===== src/rtl/crypto_out_stats.sv =====
`default_nettype none
`timescale 1ns/1ps
`ifndef UDP_REG_ADDR_WIDTH
`define UDP_REG_ADDR_WIDTH 23
`endif
`ifndef CPCI_NF2_DATA_WIDTH
`define CPCI_NF2_DATA_WIDTH 32
`endif
// ---------------------------------------------------------------------------
// crypto_out_stats: buffers the crypto output stream, counts packets/words,
// tracks the longest packet and exposes stats on the UDP register chain. Rev 1.0
// ---------------------------------------------------------------------------
module crypto_out_stats #(
   parameter int DATA_WIDTH        = 64,
   parameter int CTRL_WIDTH        = DATA_WIDTH/8,
   parameter int UDP_REG_SRC_WIDTH = 2,
   parameter int FIFO_DEPTH_BITS   = 2,
   parameter logic [`UDP_REG_ADDR_WIDTH-3:0] BLOCK_TAG = 21'h1A0000
) (
   input  logic                            clk,
   input  logic                            reset,
   input  logic [DATA_WIDTH-1:0]           in_data,
   input  logic [CTRL_WIDTH-1:0]           in_ctrl,
   input  logic                            in_wr,
   output logic                            in_rdy,
   output logic [DATA_WIDTH-1:0]           out_data,
   output logic [CTRL_WIDTH-1:0]           out_ctrl,
   output logic                            out_wr,
   input  logic                            out_rdy,
   input  logic                            reg_req_in,
   input  logic                            reg_ack_in,
   input  logic                            reg_rd_wr_L_in,
   input  logic [`UDP_REG_ADDR_WIDTH-1:0]  reg_addr_in,
   input  logic [`CPCI_NF2_DATA_WIDTH-1:0] reg_data_in,
   input  logic [UDP_REG_SRC_WIDTH-1:0]    reg_src_in,
   output logic                            reg_req_out,
   output logic                            reg_ack_out,
   output logic                            reg_rd_wr_L_out,
   output logic [`UDP_REG_ADDR_WIDTH-1:0]  reg_addr_out,
   output logic [`CPCI_NF2_DATA_WIDTH-1:0] reg_data_out,
   output logic [UDP_REG_SRC_WIDTH-1:0]    reg_src_out
);

   localparam int ADDR_W = `UDP_REG_ADDR_WIDTH;
   localparam int REG_W  = `CPCI_NF2_DATA_WIDTH;
   localparam int DEPTH  = 1 << FIFO_DEPTH_BITS;
   localparam int WORD_W = DATA_WIDTH + CTRL_WIDTH;

   typedef enum logic [0:0] {S_HDR = 1'b0, S_PAYLOAD = 1'b1} state_t;

   logic [WORD_W-1:0]          mem [DEPTH];
   logic [FIFO_DEPTH_BITS-1:0] wr_ptr, rd_ptr;
   logic [FIFO_DEPTH_BITS:0]   count, count_nxt;
   logic                       rdy_q;
   logic                       do_wr, do_rd;
   logic [WORD_W-1:0]          rd_word;
   logic [CTRL_WIDTH-1:0]      rd_ctrl;

   state_t                     state, state_nxt;
   logic                       eop;
   logic [REG_W-1:0]           cur_len, len_inc;
   logic [REG_W-1:0]           pkt_cnt, word_cnt, max_len;
   logic                       enable;

   logic                       addr_match, wr_hit, clear_cmd, ctrl_wr;
   logic [REG_W-1:0]           rd_val;

   assign do_wr   = in_wr && rdy_q;
   assign do_rd   = (count != '0) && out_rdy;
   assign rd_word = mem[rd_ptr];
   assign rd_ctrl = rd_word[WORD_W-1:DATA_WIDTH];

   assign in_rdy   = rdy_q;
   assign out_wr   = do_rd;
   assign out_data = do_rd ? rd_word[DATA_WIDTH-1:0] : '0;
   assign out_ctrl = do_rd ? rd_ctrl : '0;

   always_comb begin
      count_nxt = count;
      if (do_wr && !do_rd)
         count_nxt = count + 1'b1;
      else if (!do_wr && do_rd)
         count_nxt = count - 1'b1;
   end

   always_ff @(posedge clk) begin
      if (do_wr)
         mem[wr_ptr] <= {in_ctrl, in_data};
   end

   // count never exceeds DEPTH, so its MSB alone flags "full"
   always_ff @(posedge clk or negedge reset) begin
      if (!reset) begin
         wr_ptr <= '0;
         rd_ptr <= '0;
         count  <= '0;
         rdy_q  <= 1'b0;
      end else begin
         if (do_wr) wr_ptr <= wr_ptr + 1'b1;
         if (do_rd) rd_ptr <= rd_ptr + 1'b1;
         count <= count_nxt;
         rdy_q <= ~count_nxt[FIFO_DEPTH_BITS];
      end
   end

   always_comb begin
      state_nxt = state;
      eop       = 1'b0;
      if (do_rd) begin
         case (state)
            S_HDR:     if (rd_ctrl == '0) state_nxt = S_PAYLOAD;
            S_PAYLOAD: if (rd_ctrl != '0) begin
                          eop       = 1'b1;
                          state_nxt = S_HDR;
                       end
            default:   state_nxt = S_HDR;
         endcase
      end
   end

   assign len_inc = cur_len + 1'b1;

   always_ff @(posedge clk or negedge reset) begin
      if (!reset) begin
         state   <= S_HDR;
         cur_len <= '0;
      end else begin
         state <= state_nxt;
         if (do_rd)
            cur_len <= eop ? '0 : len_inc;
      end
   end

   assign addr_match = reg_req_in && !reg_ack_in &&
                       (reg_addr_in[ADDR_W-1:2] == BLOCK_TAG);
   assign wr_hit     = addr_match && !reg_rd_wr_L_in;
   assign ctrl_wr    = wr_hit && (reg_addr_in[1:0] == 2'd0);
   // a CTRL write with the clear bit set is a pure command; enable is kept
   assign clear_cmd  = ctrl_wr && reg_data_in[1];

   always_ff @(posedge clk or negedge reset) begin
      if (!reset) begin
         enable   <= 1'b1;
         pkt_cnt  <= '0;
         word_cnt <= '0;
         max_len  <= '0;
      end else begin
         if (ctrl_wr && !reg_data_in[1])
            enable <= reg_data_in[0];
         if (clear_cmd) begin
            pkt_cnt  <= '0;
            word_cnt <= '0;
            max_len  <= '0;
         end else if (enable) begin
            if (do_rd) word_cnt <= word_cnt + 1'b1;
            if (eop) begin
               pkt_cnt <= pkt_cnt + 1'b1;
               if (len_inc > max_len) max_len <= len_inc;
            end
         end
      end
   end

   always_comb begin
      rd_val = '0;
      case (reg_addr_in[1:0])
         2'd0:    rd_val[0] = enable;
         2'd1:    rd_val    = pkt_cnt;
         2'd2:    rd_val    = word_cnt;
         default: rd_val    = max_len;
      endcase
   end

   always_ff @(posedge clk or negedge reset) begin
      if (!reset) begin
         reg_req_out     <= 1'b0;
         reg_ack_out     <= 1'b0;
         reg_rd_wr_L_out <= 1'b0;
         reg_addr_out    <= '0;
         reg_data_out    <= '0;
         reg_src_out     <= '0;
      end else begin
         reg_req_out     <= reg_req_in;
         reg_ack_out     <= reg_ack_in || addr_match;
         reg_rd_wr_L_out <= reg_rd_wr_L_in;
         reg_addr_out    <= reg_addr_in;
         reg_src_out     <= reg_src_in;
         reg_data_out    <= (addr_match && reg_rd_wr_L_in) ? rd_val : reg_data_in;
      end
   end

endmodule
`default_nettype wire


===== config.mk =====
export PLATFORM = sky130hd
export DESIGN_NAME = crypto_out_stats
export DESIGN_NICKNAME = d
export VERILOG_FILES = /design/src/rtl/crypto_out_stats.sv
export SDC_FILE = /design/constraint.sdc
export NUM_CORES = 1
export LEC_CHECK = 0
export BUFFER_PORTS_ARGS = -buffer_cell sky130_fd_sc_hd__buf_4
export CAP_MARGIN = 30
export CORE_ASPECT_RATIO = 1.1
export CORE_MARGIN = 2
export CORE_UTILIZATION = 40
export DETAILED_ROUTE_END_ITERATION = 10
export SLEW_MARGIN = 20
export SYNTH_ARGS = -nofsm -noshare
export SYNTH_HDL_FRONTEND = slang
export SYNTH_SLANG_ARGS = --single-unit

===== constraint.sdc =====
create_clock -name clk -period 3.6 [get_ports clk]
set_input_delay 0.18 -clock clk [delete_from_list [all_inputs] [get_ports clk]]
set_output_delay 0.18 -clock clk [all_outputs]
set_load 0.03 [all_outputs]

Word level (Yosys, flattened, before mapping)
Memories as Yosys holds them, arrays and structs flattened.
Cells that the tools add are included.
Widths: inputs -> output; s select.
{"block": "op_classes", "add_sub_neg": 7, "magnitude_cmp": 1, "eq_ne": 3, "mux": 26, "bitwise": 2, "n_reduce_logical": 29}
{"operator": "$mux 32", "count": 12}
{"operator": "$add 32x1->32 const B", "count": 3}
{"operator": "$pmux 31 s3", "count": 1}
{"operator": "$mux 64", "count": 1}
{"operator": "$gt 32x32->1", "count": 1}
{"operator": "$eq 21x21->1 const B", "count": 1}
{"operator": "$logic_and 1x1->1", "count": 11}
{"operator": "$reduce_bool 2->1", "count": 5}
{"operator": "$logic_not 8->1", "count": 1}
{"operator": "$mux 8", "count": 1}
{"operator": "$reduce_bool 8->1", "count": 1}
{"operator": "$mux 1", "count": 7}
{"operator": "$mux 3", "count": 2}
{"operator": "$logic_not 1->1", "count": 5}
{"operator": "$add 2x1->2 const B", "count": 2}
{"operator": "$reduce_and 2->1", "count": 2}
{"operator": "$add 3x1->3 const B", "count": 1}
{"operator": "$pmux 1 s3", "count": 1}
{"operator": "$reduce_and 3->1", "count": 1}
{"operator": "$reduce_bool 3->1", "count": 1}
{"operator": "$sub 3x1->3 const B", "count": 1}
{"operator": "$eq 2x1->1 const B", "count": 1}
{"operator": "$eq 2x2->1 const B", "count": 1}
{"operator": "$logic_not 2->1", "count": 1}
{"operator": "other kinds (3)", "count": 4}
{"block": "totals", "regBits": 198, "ram_bits": 288, "inputBits": 136, "out_inout_bits": 134, "word_cells": 86, "n_memories": 1}
{"name": "mem", "words": 4, "word_bits": 72, "read_ports": 1, "rd_ports_with_merged_regs": 0, "wr": 1, "line": "51", "rtl": "logic [WORD_W-1:0] mem [DEPTH];"}

Depth between registers and ports, before layout
Gate-level depths: netlist (run 1).
{"block": "logic_depth", "depth_word": 8, "mapped_depth": 14, "mapped_depth_nobuf": 12}

Worst setup path after synthesis (run 1)
Ideal clock, no wire load.
{"block": "synth_timing", "path_type": "register to register", "from": "register cur_len[0]", "to": "register max_len[0]", "setup_ns": 0.124, "arrival_ns": 3.338, "t_required_ns": 3.476, "setup_slack_ns": 0.138, "path_stages_with_launch": 15, "n_path_buf": 2, "synth_period_minus_slack_ns": 3.462, "cell_sequence": "dfrtp_1 > ha_1 > nand4_1 > or4_1 > clkbuf_1 > nor3_1 > xor2_1 > ha_1 > nand4_1 > nor4_1 > nand2_1 > o31ai_4 > a31oi_4 > buf_6 > mux2i_1"}
{"block": "synth_between", "elab_chain_cells": 5, "word_cells_on_any_way": 8, "classes_between": "add/sub (1); order compare (1); mux (4); reduce/logical (2)"}
{"item": "start: declaration", "line": "61", "rtl": "logic [REG_W-1:0] cur_len, len_inc;"}
{"item": "start signal: assignment", "line": "130", "rtl": "cur_len <= eop ? '0 : len_inc;"}
{"item": "$add 32x1->32 *", "line": "121", "rtl": "assign len_inc = cur_len + 1'b1;"}
{"item": "parallel branches: the longest is 4 deep, another holds $gt 32x32->1"}
{"item": "end signal: assignment", "line": "158", "rtl": "if (len_inc > max_len) max_len <= len_inc;"}
{"item": "end: declaration", "line": "62", "rtl": "logic [REG_W-1:0] pkt_cnt, word_cnt, max_len;"}
Mark *: on every way between the ends. The select of a mux whose other input is x is not followed.
A chain may end at the register's enable or synchronous reset.

Final worst setup path (run 1)
{"block": "layout_timing", "from": "register cur_len[0]", "to": "register max_len[13]"}
The elaborated chain is that of the path after synthesis.

==> flow_summary.yaml, run 1 <==
setup_path:
  cp_max_fo: 16
  end_kind: "register"
  r2r_end: "max_len[13]"
  worst-r2r-setup-slack_ns: 0.14
  cp.arrival_ns: 3.94
  crit_required_ns: 4.08
  path_class: "reg -> reg"
  reg2reg_from: "cur_len[0]"
  reg2regPathDepth: 13
  start_kind: "register"
floorplanning:
  dieArea_um2: 54900
  ioPinCount: 270
  initial_core_util_pct: 40.5
  die_height_um: 246
  core_um2: 52400
  die_width_um: 224
  placementRows: 88
route:
  ant_nets: 0
  route.met2.wl_mm: 24.6
  routed_via_density: 5.16
  wl_met3_mm: 3.55
  drc: 0
  wirelength_mm: 50.7
  drt_iter0_drc: 801
  vias: 13800
  wl_met1_mm: 21.4
  dr.pass1.iters: 5
  post_drt_wl_per_cell_um: 18.9
  dr.max_layer_used: "met4"
global_routing:
  antenna_found_initial: 3
  grt_first_pass_wirelength_mm: 80.0
  overflow: 0
  grt.total_usage_pct: 18.6
  grt_max_degree: 114
  grt_pass1_vias: 14400
clock_network:
  clk_pin_slew_ns: 0.06
  clk_latency_ns: 0.60
  cts_max_level: 2
  clockBufferDepth: 3
  clockRootBuffer: "clkbuf_16"
  clock-sinks: 486
  cts_buffers: 52
  cts_tree: "done"
pwr:
  peakVddDrop_uv: 555
  cellLeakagePower_nw: 10.9
  power_density_nw_per_um2: 607
flow_run:
  maxCapViolations: 0
synthesis:
  synth-edff-count: 288
  ys_top_cells_by_count: "edfxtp_1 (288), dfrtp_1 (197), nand2_1 (123), nor2_1 (92), and2_1 (79)"
  ys_types: 57
  synth-seq-cells: 486
  mappedNetlistArea_um2: 21200
  synth-seq-area-share_pct: 64.1
  synth.top_cells.by_area: "edfxtp_1 (41%), dfrtp_1 (23%), mux4_2 (7.7%)"
  synth_most_common_cell: "edfxtp_1"
  synth_top_area_cell: "edfxtp_1"
  synth_nets: 1689
  async_flop_share_pct: 40.7
  avgSynthCellArea_um2: 14.1
  synth_top_flop_cell: "edfxtp_1"
  yosysWarnings: 0
  syn_inst: 1509
  synth.top_cell.area_share_pct: 40.7
timing:
  finalWorstSetupSlack_ns: 0.137
  fin_crit_ns: 3.46
  fin_skew_ns: 0.0174
  hold_viol: 0
  fin_crit_sh_pct: 96.2
  drv_slew: 0
  timing.slew.headroom_pct: 49.0
  tns_ns: 0
  tightest_slew_ns: 0.760
  setup_viol: 0
  fmax_mhz: 289
  grt_setup_unrepaired: "yes"
layout:
  multi_input_area_um2: 7190
  synthToLayoutAreaGrowth_pct: 29.7
  register_area_um2: 13600
  fillCellCount: 4348
  finish.instance_area_um2: 27500
  layout-drive-gt1-share_pct: 27.2
  nNetsFinal: 2138
placed_design:
  place_congestion: 0.843
  port_buffers: 269
  post-dp-hpwl_mm: 32.6
  place_area_um2: 24400
  dp_worst_setup_slack_ns: 0.0473
min_path:
  hp-class: "in -> async"
outcome:
  status: "finished, final reports clean"
-- registers in the layout (all words and copies together), names as in the netlist --
name	flops
count	3
cur_len	32
enable	1
in_rdy	1
max_len	32
mem	288
pkt_cnt	32
rd_ptr	2
reg_ack_out	1
reg_addr_out	23
reg_data_out	32
reg_rd_wr_L_out	1
reg_req_out	1
reg_src_out	2
state	1
word_cnt	32
wr_ptr	2
-- kinds of logic after synthesis --
family | count (synthesis) | synth area share, %
xor+xnor | 77 | 3.18
flops | 486 | 64.1
compound gates | 186 | 5.77
simple gates | 456 | 11.0
mux | 138 | 11.0
buf+inv | 122 | 2.36
fa+ha+maj | 44 | 2.59
-- power breakdown --
group | switching (W) | internal (W)
logic | 0.00253 | 0.00201
clock network | 0.00224 | 0.00311
registers | 0.000295 | 0.00654
-- final cells by class --
cell class | instances | share of cell area [%]
Sequential cell | 486 | 49.4
Clock buffer | 64 | 5.04
Antenna cell | 3 | 0.0273
Tap cell | 675 | 3.07
Clock inverter | 33 | 1.17
Inverter | 48 | 0.654
Multi-Input combinational cell | 901 | 26.1
Timing Repair Buffer | 469 | 14.5
-- placed cells by master (no fill, tap or decap), drive strengths merged, types with 45 or more instances in the layout --
cell type	netlist	final
a21oi	68	68
inv	48	52
buf	24	332
nand2	123	123
clkbuf	50	66
xor2	45	45
nor2	93	93
dlygate4sd3	0	135
and2	79	79
edfxtp	288	288
dfrtp	197	197
mux4	73	73
-- per-stage QoR --
| stage | utilization (%) | hold slack [ns] | total power, W | cells |
|---|---|---|---|---|
| CTS | 52.4 | 0.149 | 0.0170 | 2673 |
| finish | 52.5 | 0.112 | 0.0167 | 2679 |
| detailed placement | 46.5 | 0.291 | 0.0115 | 2441 |
| global placement | 46.5 | 0.290 | 0.0114 | 2441 |
| global route | 52.5 | 0.127 | 0.0175 | 2679 |
| floorplan | - | -0.116 | 0.00976 | 1509 |
-- critical path: stages (launching register included) --
cell,delay [ns]
dfrtp_1,0.35
ha_1,0.17
nand4_1,0.16
or4_4,0.61
nor3_2,0.23
xor2_1,0.21
ha_1,0.30
nand4_1,0.15
buf_4,0.13
o2bb2ai_1,0.07
a311oi_1,0.40
a31oi_4,0.19
clkbuf_16,0.24
mux2i_1,0.13
-- how the worst max path moves through the flow --
stage | start | endpoint | slack, ns | cells after the start
after floorplan | cur_len[0] | max_len[0] | 0.14 | 14
after global placement | cur_len[0] | max_len[5] | 0.08 | 14
after CTS | cur_len[0] | max_len[21] | 0.03 | 13
after global routing | cur_len[1] | max_len[19] | -0.07 | 14
after detailed placement | cur_len[0] | max_len[21] | 0.05 | 14
final | cur_len[0] | max_len[13] | 0.14 | 13
-- layer usage --
metal	vias up	GRT usage, %
li1	6542	-
met1	6830	23.6
met2	370	31.4
met3	70	5.02
met4	0	4.84
met5	-	0
-- what timing repair did --
item,4_1_cts,5_1_grt
endpoints found under the setup margin,0,32
hold buffers,135,0
buffers inserted,0,1
endpoints found under the hold margin,461,0
resized for setup,0,7
(Power assumes the default switching activity.)
==> inputs of run 2 (changes only) <==
==> constraint.sdc (replaced) <==
create_clock -name clk -period 3.6 [get_ports clk]
set_input_delay 0.18 -clock clk [delete_from_list [all_inputs] [get_ports clk]]
set_output_delay 0.18 -clock clk [all_outputs]
set_load 0.02 [all_outputs]
==> run 2 against run 1 <==
Routed wire length decreased by 1.7%. Final area decreased by 0.55%. First-iteration DRC count increased by 16%. Combinational power decreased by 5.9%. Fmax increased by 0.61%.
==> flow_summary.yaml, run 2 (same netlist as run 1, synthesis figures left out) <==
pwr:
  cellLeakagePower_nw: 10.8
  peakVddDrop_uv: 514
  power_density_nw_per_um2: 589
clock_network:
  clockBufferDepth: 3
  cts_tree: "done"
  clock-sinks: 486
  cts_buffers: 51
  clk_latency_ns: 0.60
  clockRootBuffer: "clkbuf_16"
  clk_pin_slew_ns: 0.06
  cts_max_level: 2
route:
  dr.pass1.iters: 6
  dr.max_layer_used: "met5"
  post_drt_wl_per_cell_um: 18.6
  routed_via_density: 5.15
  wl_met3_mm: 3.39
  wirelength_mm: 49.8
  ant_nets: 0
  wl_met1_mm: 21.3
  vias: 13800
  route.met2.wl_mm: 24.0
  drt_iter0_drc: 931
  drc: 0
floorplanning:
  die_height_um: 246
  ioPinCount: 270
  core_um2: 52400
  die_width_um: 224
  dieArea_um2: 54900
  initial_core_util_pct: 40.5
  placementRows: 88
min_path:
  hp-class: "in -> reg"
  holdPathStages: 4
  min_from: "out_rdy"
  min_to: "word_cnt[2]"
timing:
  grt_setup_unrepaired: "yes"
  fin_crit_ns: 3.44
  tightest_slew_ns: 0.814
  tns_ns: 0
  fin_skew_ns: 0.0147
  fmax_mhz: 291
  setup_viol: 0
  finalWorstSetupSlack_ns: 0.158
  fin_crit_sh_pct: 95.6
  timing.slew.headroom_pct: 45.7
  drv_slew: 0
  hold_viol: 0
setup_path:
  cp_common_cell: "ha_1"
  r2r_end: "max_len[27]"
  cp.arrival_ns: 3.92
  crit_slowest_cell: "or4_4"
  end_kind: "register"
  cp_max_fo: 14
  crit_required_ns: 4.08
  cp_slowest_stage_delay_ns: 0.61
  crit_chain: "ha_1, nand4_1, or4_4, nor3_2, xor2_1, ha_1, a21oi_1, nand2_1, o2bb2ai_1, a311oi_1, a31oi_4, buf_12, mux2i_2"
  reg2reg_from: "cur_len[0]"
  start_kind: "register"
  worst-r2r-setup-slack_ns: 0.16
  path_class: "reg -> reg"
  reg2regPathDepth: 13
flow_run:
  maxCapViolations: 0
global_routing:
  grt_first_pass_wirelength_mm: 79.2
  grt.total_usage_pct: 18.3
  grt_max_degree: 102
  antenna_found_initial: 3
  grt_pass1_vias: 14300
  overflow: 0
placed_design:
  dp.cells: 2445
  dp_worst_setup_slack_ns: 0.0242
  place_congestion: 0.808
  port_buffers: 269
  post-dp-hpwl_mm: 32.9
layout:
  layout_common_cells: "buf_4 (332), edfxtp_1 (288), dfrtp_1 (195)"
  synthToLayoutAreaGrowth_pct: 29.0
  layout_commonest_cell: "buf_4"
  instances_no_fill: 2672
  largest_register: "mem"
  layout-drive-gt1-share_pct: 27.4
  nNetsFinal: 2140
  largest_reg_flops: 288
  post-route-util_pct: 52.3
outcome:
  status: "finished, final reports clean"
run 2: cell count changes in the layout (fill, tap and decap cells not counted), moves of 2 or more:
cell / change
buf_4: +9
clkinv_1: -7
clkbuf_1: +3
buf_12: -3
diode_2: -2
bufinv_16: -3
run 2: worst max-delay path by stage:
| stage | start | slack [ns] | depth (start not counted) | end |
|---|---|---|---|---|
| after CTS | cur_len[0] | 0.002 | 14 | max_len[27] |
| final | cur_len[0] | 0.16 | 13 | max_len[27] |
| after detailed placement | cur_len[0] | 0.02 | 14 | max_len[3] |
| after global placement | cur_len[0] | 0.1 | 14 | max_len[2] |
| after floorplan | cur_len[0] | 0.14 | 14 | max_len[0] |
| after global routing | cur_len[0] | -0.05 | 13 | max_len[5] |
run 2: report_power, final:
part / switching [W] / internal (W)
sequential: 0.000255 / 0.00654
combinational: 0.00229 / 0.00198
clock: 0.00218 / 0.00289
run 2: routing by layer:
| layer | vias up | track usage (%) |
|---|---|---|
| met2 | 376 | 30.6 |
| met5 | - | 0 |
| met4 | 4 | 5.06 |
| met3 | 73 | 4.90 |
| li1 | 6515 | - |
| met1 | 6789 | 23.6 |
run 2: metrics by stage:
step | total power [W] | instance area, µm² | hold WS [ns]
floorplan | 0.00947 | 21200 | -0.116
global placement | 0.0111 | 24400 | 0.290
detailed placement | 0.0112 | 24400 | 0.291
CTS | 0.0164 | 27300 | 0.163
global route | 0.0169 | 27400 | 0.218
finish | 0.0161 | 27400 | 0.184
run 2: layout make-up:
class	instances	area (µm²)
antenna	1	2.50
timing repair buffer	472	3950
inverter	48	180
multi-input combinational	901	7200
sequential	486	13600
fill	4369	25000
clock buffer	67	1400
clock inverter	22	206
tap	675	845
run 2: critical path, delay by kind of cell (launching register included):
family	cells	cell delay, ns
AO/OA/AOI/OAI	4	0.86
XOR/XNOR	1	0.24
adder cells (fa/ha/maj)	2	0.47
buffers and inverters	1	0.20
flip-flops	1	0.35
multiplexers	1	0.15
AND/OR/NAND/NOR	4	1.05
run 2: timing repair:
action / CTS / global route
gates resized for setup: 0 / 9
hold endpoints to repair: 447 / 0
setup endpoints to repair: 0 / 32
hold buffers: 134 / 0
setup buffers: 0 / 3
